===== config.mk =====
export PLATFORM = sky130hd
export DESIGN_NAME = delivery_input_conditioner
export DESIGN_NICKNAME = d
export VERILOG_FILES = /design/src/rtl/delivery_input_conditioner_pkg.sv /design/src/rtl/delivery_input_conditioner_debounce_channel.sv /design/src/rtl/delivery_input_conditioner.sv
export SDC_FILE = /design/constraint.sdc
export NUM_CORES = 1
export LEC_CHECK = 0
export CAP_MARGIN = 10
export CORE_MARGIN = 8
export CORE_UTILIZATION = 35
export CTS_BUF_LIST = sky130_fd_sc_hd__clkbuf_4
export CTS_CLUSTER_DIAMETER = 200
export CTS_CLUSTER_SIZE = 20
export DETAILED_ROUTE_END_ITERATION = 10
export GPL_ROUTABILITY_DRIVEN = 0
export GPL_TIMING_DRIVEN = 0
export PLACE_DENSITY = 0.61
export SYNTH_ARGS = -nofsm -noshare
export SYNTH_HDL_FRONTEND = slang
export SYNTH_SLANG_ARGS = --single-unit

===== constraint.sdc =====
create_clock -name clock -period 3 [get_ports clock]
set_input_delay 0.6 -clock clock [delete_from_list [all_inputs] [get_ports clock]]
set_output_delay 0.6 -clock clock [all_outputs]
set_load 0.005 [all_outputs]

===== src/rtl/delivery_input_conditioner_pkg.sv =====
// Shared constants for the delivery game input front-end.
// Holds clock-derived timing defaults, button index names and the
// auto-repeat phase type used by every conditioning channel.
package delivery_input_conditioner_pkg;

    localparam int unsigned CLK_FREQ_HZ = 50_000_000;

    // 20 ms debounce, 500 ms first repeat, 150 ms repeat period
    localparam int unsigned DEFAULT_DEBOUNCE_CYCLES = CLK_FREQ_HZ / 50;
    localparam int unsigned DEFAULT_REPEAT_DELAY    = CLK_FREQ_HZ / 2;
    localparam int unsigned DEFAULT_REPEAT_PERIOD   = (CLK_FREQ_HZ / 20) * 3;

    localparam int unsigned DEFAULT_N_BUTTONS = 7;

    // Button index names within botoes[6:0]
    localparam int unsigned BTN_UP    = 0;
    localparam int unsigned BTN_DOWN  = 1;
    localparam int unsigned BTN_LEFT  = 2;
    localparam int unsigned BTN_RIGHT = 3;

    // Only the four movement buttons auto-repeat by default
    localparam logic [DEFAULT_N_BUTTONS-1:0] DEFAULT_REPEAT_MASK = 7'b0001111;

    // Auto-repeat phase: waiting for first repeat, or in steady repeat
    typedef enum logic {
        PH_DELAY  = 1'b0,
        PH_PERIOD = 1'b1
    } phase_e;

endpackage


===== src/rtl/delivery_input_conditioner_debounce_channel.sv =====
// One input channel: 2-FF synchroniser, counter debounce, registered
// press pulse on the 0->1 edge of the stable level and, when REPEAT_EN=1,
// hold-to-repeat pulses.
// Ports:
//   clock  - system clock
//   reset  - synchronous active-high reset
//   raw    - asynchronous raw input
//   level  - debounced level, 1 = held
//   pulse  - one-cycle press / repeat pulse
module debounce_channel
    import delivery_input_conditioner_pkg::*;
#(
    parameter int unsigned DEBOUNCE_CYCLES = DEFAULT_DEBOUNCE_CYCLES,
    parameter bit          REPEAT_EN       = 1'b0,
    parameter int unsigned REPEAT_DELAY    = DEFAULT_REPEAT_DELAY,
    parameter int unsigned REPEAT_PERIOD   = DEFAULT_REPEAT_PERIOD,
    parameter bit          ACTIVE_LOW      = 1'b1
) (
    input  logic clock,
    input  logic reset,
    input  logic raw,
    output logic level,
    output logic pulse
);

    localparam int unsigned CW   = $clog2(DEBOUNCE_CYCLES);
    localparam int unsigned HMAX = (REPEAT_DELAY > REPEAT_PERIOD) ? REPEAT_DELAY : REPEAT_PERIOD;
    localparam int unsigned HW   = $clog2(HMAX + 1);
    // Sync flops clear to the idle raw level so an idle active-low
    // input is not briefly seen as pressed after reset.
    localparam logic        IDLE_RAW = ACTIVE_LOW;

    logic          sync1_q, sync2_q;
    logic          sample_c;
    logic          s_q, s_d;
    logic [CW-1:0] c_q, c_d;
    logic [HW-1:0] h_q, h_d;
    phase_e        phase_q, phase_d;
    logic          pulse_d;
    logic          press_c;
    logic          repeat_c;

    assign sample_c = ACTIVE_LOW ? ~sync2_q : sync2_q;

    // Next-state: debounce counter, hold counter, repeat phase and pulse
    always_comb begin
        s_d      = s_q;
        c_d      = '0;
        h_d      = '0;
        phase_d  = PH_DELAY;
        press_c  = 1'b0;
        repeat_c = 1'b0;
        pulse_d  = 1'b0;

        // A sample matching S clears the count; D consecutive mismatches toggle S
        if (sample_c != s_q) begin
            if (c_q == CW'(DEBOUNCE_CYCLES - 1)) begin
                s_d = ~s_q;
            end else begin
                c_d = c_q + 1'b1;
            end
        end

        press_c = s_d & ~s_q;

        // Hold counting only while the level stays high; press edge and
        // release both leave H=0 / PH_DELAY via the defaults above.
        if (REPEAT_EN && s_q && s_d) begin
            h_d     = h_q + 1'b1;
            phase_d = phase_q;
            if (phase_q == PH_DELAY && h_q == HW'(REPEAT_DELAY - 1)) begin
                repeat_c = 1'b1;
                h_d      = '0;
                phase_d  = PH_PERIOD;
            end else if (phase_q == PH_PERIOD && h_q == HW'(REPEAT_PERIOD - 1)) begin
                repeat_c = 1'b1;
                h_d      = '0;
            end
        end

        pulse_d = press_c | repeat_c;
    end

    // State registers
    always_ff @(posedge clock) begin
        if (reset) begin
            sync1_q <= IDLE_RAW;
            sync2_q <= IDLE_RAW;
            s_q     <= 1'b0;
            c_q     <= '0;
            h_q     <= '0;
            phase_q <= PH_DELAY;
            pulse   <= 1'b0;
        end else begin
            sync1_q <= raw;
            sync2_q <= sync1_q;
            s_q     <= s_d;
            c_q     <= c_d;
            h_q     <= h_d;
            phase_q <= phase_d;
            pulse   <= pulse_d;
        end
    end

    assign level = s_q;

endmodule


===== src/rtl/delivery_input_conditioner.sv =====
// Input conditioner in front of the delivery game: synchronises, debounces
// and pulse-shapes the start button and the game buttons, with optional
// hold-to-repeat on masked buttons.
// Ports:
//   clock, reset    - system clock, synchronous active-high reset
//   jogar_raw       - raw start button
//   botoes_raw      - raw game buttons
//   jogar           - one-cycle press pulse (never repeats)
//   botoes          - one-cycle press / repeat pulses
//   botoes_nivel    - debounced button levels
//   db_jogar_nivel  - debounced start-button level
module delivery_input_conditioner
    import delivery_input_conditioner_pkg::*;
#(
    parameter int unsigned          N_BUTTONS       = DEFAULT_N_BUTTONS,
    parameter int unsigned          DEBOUNCE_CYCLES = DEFAULT_DEBOUNCE_CYCLES,
    parameter int unsigned          REPEAT_DELAY    = DEFAULT_REPEAT_DELAY,
    parameter int unsigned          REPEAT_PERIOD   = DEFAULT_REPEAT_PERIOD,
    parameter logic [N_BUTTONS-1:0] REPEAT_MASK     = N_BUTTONS'(DEFAULT_REPEAT_MASK),
    parameter bit                   ACTIVE_LOW      = 1'b1
) (
    input  logic                 clock,
    input  logic                 reset,
    input  logic                 jogar_raw,
    input  logic [N_BUTTONS-1:0] botoes_raw,
    output logic                 jogar,
    output logic [N_BUTTONS-1:0] botoes,
    output logic [N_BUTTONS-1:0] botoes_nivel,
    output logic                 db_jogar_nivel
);

    localparam int unsigned NCH = N_BUTTONS + 1;
    // Top channel is jogar, which never auto-repeats
    localparam logic [NCH-1:0] REPEAT_EN_ALL = {1'b0, REPEAT_MASK};

    logic [NCH-1:0] raw_all;
    logic [NCH-1:0] level_all;
    logic [NCH-1:0] pulse_all;

    assign raw_all = {jogar_raw, botoes_raw};

    for (genvar i = 0; i < NCH; i++) begin : g_ch
        debounce_channel #(
            .DEBOUNCE_CYCLES (DEBOUNCE_CYCLES),
            .REPEAT_EN       (REPEAT_EN_ALL[i]),
            .REPEAT_DELAY    (REPEAT_DELAY),
            .REPEAT_PERIOD   (REPEAT_PERIOD),
            .ACTIVE_LOW      (ACTIVE_LOW)
        ) u_ch (
            .clock (clock),
            .reset (reset),
            .raw   (raw_all[i]),
            .level (level_all[i]),
            .pulse (pulse_all[i])
        );
    end

    assign botoes         = pulse_all[N_BUTTONS-1:0];
    assign jogar          = pulse_all[N_BUTTONS];
    assign botoes_nivel   = level_all[N_BUTTONS-1:0];
    assign db_jogar_nivel = level_all[N_BUTTONS];

endmodule


---- Word level (Yosys, flattened, before mapping) ----
Cells that the tools add are included.
operators by class
  reductions and logical operators ........ 28
  bitwise gates (word level) .............. 44
  multiplexer cells ....................... 28
  add/sub/neg operators ................... 12
  equality and inequality tests ........... 24
operator list
  cell                                                   count
  adder 20 x 1 -> 20 bit, second input constant          8
  equality test 20 bit, second input constant            8
  adder 25 x 1 -> 25 bit, second input constant          4
  equality test 25 x 23 -> 1 bit, second input constant  4
  equality test 25 bit, second input constant            4
  NOT 1 bit                                              32
  two-way mux 1 bit                                      28
  OR reduction 3 bit                                     8
  OR reduction 4 bit                                     4
  logical AND 1 bit                                      12
  AND 1 bit                                              8
  != test 1 bit                                          8
  OR reduction 2 bit                                     4
  bitwise OR 1 bit                                       4
storage, ports and cells
  bits of input ports ..................... 10
  output and inout port bits .............. 16
  logic and storage cells ................. 184
  register bits after elaboration ......... 296

---- Longest topological paths before layout ----
  depth after elaboration ................. 6
  gate-level depth with buffers ........... 7
  gate-level depth less buffers ........... 5

---- Hierarchy ----
From an unflattened synthesis, not the netlist that was laid out.
second synthesis, totals
  cell total of the unflattened synthesis .. 1,572
  area total of the unflattened synthesis .. 13,718.2 um^2
by module, submodules not included
  module                                seq. area each (um^2)  area each (um^2)  times used  cells each
  debounce_channel at g_ch[0].u_ch ...  1,001.0                2,408.6           4           273
  debounce_channel at g_ch[4].u_ch ...  480.5                  1,021.0           4           120

---- Worst setup path after synthesis ----
No wires, ideal clock.
  path kind ............................... reg2reg
  from .................................... register g_ch[3].u_ch.h_q[6]
  to ...................................... register g_ch[3].u_ch.h_q[18]
  period minus slack after synthesis ...... 2.362 ns
  required time ........................... 2.860 ns
  stages on the path, launching flop included .. 7
  setup time .............................. 0.140 ns
  buffers on the path ..................... 2
  slack ................................... 0.638 ns
  arrival ................................. 2.221 ns
  path through ............................ dfxtp_1 buf_6 or4b_4 or4_4 a2111oi_4 buf_6 a211oi_1
between the ends
  longest elaborated chain between the ends .. 3
  elaborated cells on any way between the ends .. 6
  those cells by class .................... 1 x add/sub; 2 x eq/ne; 3 x reduce/logical
RTL lines
  element                                                         line                                               RTL
  from (decl)                                                     delivery_input_conditioner_debounce_channel.sv:37  logic [HW-1:0] h_q, h_d;
  from (signal assigned)                                          delivery_input_conditioner_debounce_channel.sv:91  h_q <= '0;
  from (signal assigned)                                          delivery_input_conditioner_debounce_channel.sv:99  h_q <= h_d;
  branches (longest 3 deep; another with adder 25 x 1 -> 25 bit)  -
Several ways; the timed one is not identified.
A chain may end at the register's enable or synchronous reset.

---- Worst setup path after layout ----
  from .................................... register g_ch[1].u_ch.c_q[0]
  to ...................................... register g_ch[1].u_ch.h_q[6]
between the ends
  longest elaborated chain between the ends .. 6
RTL lines
  element                       line                                               RTL
  from (decl)                   delivery_input_conditioner_debounce_channel.sv:36  logic [CW-1:0] c_q, c_d;
  from (signal assigned)        delivery_input_conditioner_debounce_channel.sv:90  c_q <= '0;
  from (signal assigned)        delivery_input_conditioner_debounce_channel.sv:98  c_q <= c_d;
  equality test 20 bit          delivery_input_conditioner_debounce_channel.sv:57  if (c_q == CW'(DEBOUNCE_CYCLES - 1)) begin
  two-way mux 1 bit             delivery_input_conditioner_debounce_channel.sv:57
  two-way mux 1 bit             delivery_input_conditioner_debounce_channel.sv:56  if (sample_c != s_q) begin
  logical AND 1 bit             delivery_input_conditioner_debounce_channel.sv:68  if (REPEAT_EN && s_q && s_d) begin
  NOT 1 bit (no line)           -
  OR reduction 4 bit (no line)  -
  to (signal assigned)          delivery_input_conditioner_debounce_channel.sv:91
  to (signal assigned)          delivery_input_conditioner_debounce_channel.sv:99
  to (decl)                     delivery_input_conditioner_debounce_channel.sv:37
Every way passes these cells.

==> qor.yml <==
final_layout:
  instances_no_fill: 2111
  layout-drive-gt1-share_pct: 5.15
  syn_to_final_growth_pct: 8.21
  nNetsFinal: 1614
  design_area_sq_um: 14600
  fillers: 4001
floorplan:
  io_pins: 26
  die_y_um: 212
  die-area_sq_um: 45100
  start_util_pct: 35.2
  die_w_um: 212
  row_count: 72
  core_area_sq_um: 38400
detailed_routing:
  drc: 0
  wire_per_inst_um: 13.4
  firstDrtPassIters: 5
  drtIter0Drc: 491
  vias_per_cell: 5.31
  vias: 11200
  ant_nets: 0
  routed_wl_um: 28200
logic_synthesis:
  ys_warn_count: 0
  yosysTopAreaCell: "dfxtp_1"
  synthCells: 1547
  ys_types: 55
  syn-num-nets: 1569
  ys_seq_area_share_pct: 43.9
  synthFlopType: "dfxtp_1"
  avgSynthCellArea_sq_um: 8.73
  yosys-top-cells-area: "dfxtp_1 (44%), xor2_1 (4.9%), xnor2_1 (4.4%)"
  yosys.area.top_type_share_pct: 43.9
  synth.cell_area_sq_um: 13500
  ys_async_sr_fraction_pct: 0
  synth_seq_cells: 296
  synth_enable_flop_cells: 0
clocking:
  clk_latency_ps: 720
  clock-sinks: 296
  path_clk_slew_ps: 190
  cts-root-buf: "clkbuf_4"
  clockBufferDepth: 3
  cts_setup_buffers: 0
  cts_tree: "done"
  numCtsBuffers: 18
  h-tree-depth: 1
timing:
  hold_viol_final: 0
  whs_ps: 437
  max_freq_ghz: 0.376
  drv_slew: 0
  rsz0062_at_grt: "false"
  finClkSkew_ps: 73.1
  tightest_slew_ps: 677
  period_minus_slack_ps: 2660
  period_share_pct: 88.8
  setup_violations: 0
  setup_tns_ps: 0
  relSlewSlack_pct: 54.9
place:
  port_buffers: 25
  placed_cell_area_sq_um: 14400
  dp_hpwl_um: 19900
  place_inst: 2090
grt:
  grt_pass1_wl_um: 49000
  track_usage_pct: 12.3
  antenna_found_initial: 2
  overflow: 0
  grt_max_degree: 21
  grt_pass1_vias: 10537
worst_setup_path:
  rrSetupSlack_ps: 340
  path_class: "reg -> reg"
  cp-start-kind: "register"
  critical_path_arrival_ps: 3220
  crit_path_end_kind: "register"
  worstPathMaxFanout: 10
  required_ps: 3560
min_path:
  hp-class: "in -> reg"
pwr:
  power_density_nw_per_um2: 388
  p_sw_share_pct: 21.7
  p_comb_share_pct: 1.1
  p_int_uw: 4430
  clkPwrFrac_pct: 28.9
  power_leakage_uw: 0.00398
  sequentialPowerShare_pct: 69.9
  switchingPower_uw: 1230
  peakVddDrop_mv: 0.258
outcome:
  status: "finished clean"
run:
  maxCapViolations: 0
cell usage after synthesis (2+ instances only):
cell type,instances
or4b_2,11
nor2b_1,3
nand2_1,83
o31ai_1,50
dfxtp_1,296
o21ai_1,4
or3b_2,2
o211a_1,2
and3_1,29
buf_6,3
a211oi_1,47
nor4b_1,16
clkbuf_1,62
o21ai_0,61
xnor2_1,68
inv_1,40
and2_1,9
or2_2,20
ha_1,12
or4_1,67
nor2_1,134
or3_1,59
nor3_1,74
nor3b_1,4
nand4b_1,5
or4bb_1,2
and4_1,18
a21oi_1,62
nand3b_1,3
o21bai_1,2
xor2_1,75
nand4_1,67
buf_4,14
o21ba_2,4
nand3_1,96
nor4_1,24
per-stage QoR:
stage | total power (uW) | setup slack (ps) | util, %
5_1_grt | 5910 | 136 | 38.1
3_3_place_gp | 4100 | 134 | 37.5
4_1_cts | 5780 | 112 | 38.0
3_5_place_dp | 4110 | 80.3 | 37.5
2_1_floorplan | 4070 | 638 | -
6_report | 5660 | 337 | 38.1
power groups by stage:
stage / combinational (uW) / clock [uW] / sequential, uW
2_1_floorplan: 37.4 / 0 / 4040
3_3_place_gp: 66.0 / 0 / 4040
3_5_place_dp: 66.5 / 0 / 4040
4_1_cts: 66.6 / 1750 / 3960
5_1_grt: 73.2 / 1870 / 3970
6_report: 64.8 / 1640 / 3960
per-layer routing:
layer	track usage [%]	part of all wire [%]	up-vias
li1	-	-	5751
met1	16.5	49	5294
met2	20.9	46	118
met3	1.71	3.0	35
met4	2.50	1.7	2
met5	0	0.043	-
what timing repair did:
item	in CTS	in global routing
hold buffers	0	0
resized for setup	0	1
setup endpoints to repair	0	20
final timing paths:
path,from,endpoint,cells after the start
worst max-delay path,g_ch[1].u_ch.c_q[0],g_ch[1].u_ch.h_q[6],6
worst min-delay path,botoes_raw[6],g_ch[6].u_ch.sync1_q,2
worst max register to register,g_ch[1].u_ch.c_q[0],g_ch[1].u_ch.h_q[6],6
worst min register to register,g_ch[7].u_ch.sync1_q,g_ch[7].u_ch.sync2_q,1
logic make-up (layout without fill, tap and decap cells):
family | Yosys count | count (layout) | share of synthesized area [%]
fa+ha+maj | 12 | 12 | 1.11
compound gates | 242 | 242 | 11.5
xor+xnor | 143 | 143 | 9.27
buf+inv | 120 | 165 | 3.89
simple gates | 734 | 734 | 30.4
other cells | 0 | 1 | 0
flops | 296 | 296 | 43.9
layout make-up:
type	instances	area, sq um	area share (%)
antenna	1	2.50	0.0171
buffer	80	375	2.57
clock buffer	18	135	0.925
clock inverter	2	60.1	0.411
inverter	40	150	1.03
multi-input combinational	1131	7070	48.4
sequential	296	5930	40.6
tap	518	648	4.44
timing repair buffer	25	250	1.71
cells in the final DEF, fill, tap and decap left out, types with 62 or more instances in the layout:
master,count
a21oi_1,62
clkbuf_1,62
dfxtp_1,296
nand2_1,83
nand3_1,96
nand4_1,67
nor2_1,134
nor3_1,74
or4_1,67
xnor2_1,68
xor2_1,75
flip-flops by register name, indices dropped and copies added (netlist names):
register / cells
g_ch.u_ch.h_q: 100
g_ch.u_ch.c_q: 160
g_ch.u_ch.phase_q: 4
g_ch.u_ch.level: 8
g_ch.u_ch.pulse: 8
g_ch.u_ch.sync1_q: 8
g_ch.u_ch.sync2_q: 8
critical path, cell delays in order (launching register included):
cell	delay (ps)
dfxtp_1	430
ha_1	230
nand2_1	130
or4_1	610
o21ai_1	540
clkbuf_1	460
nor3_1	120
No activity file was read; power rests on OpenSTA's default activity.
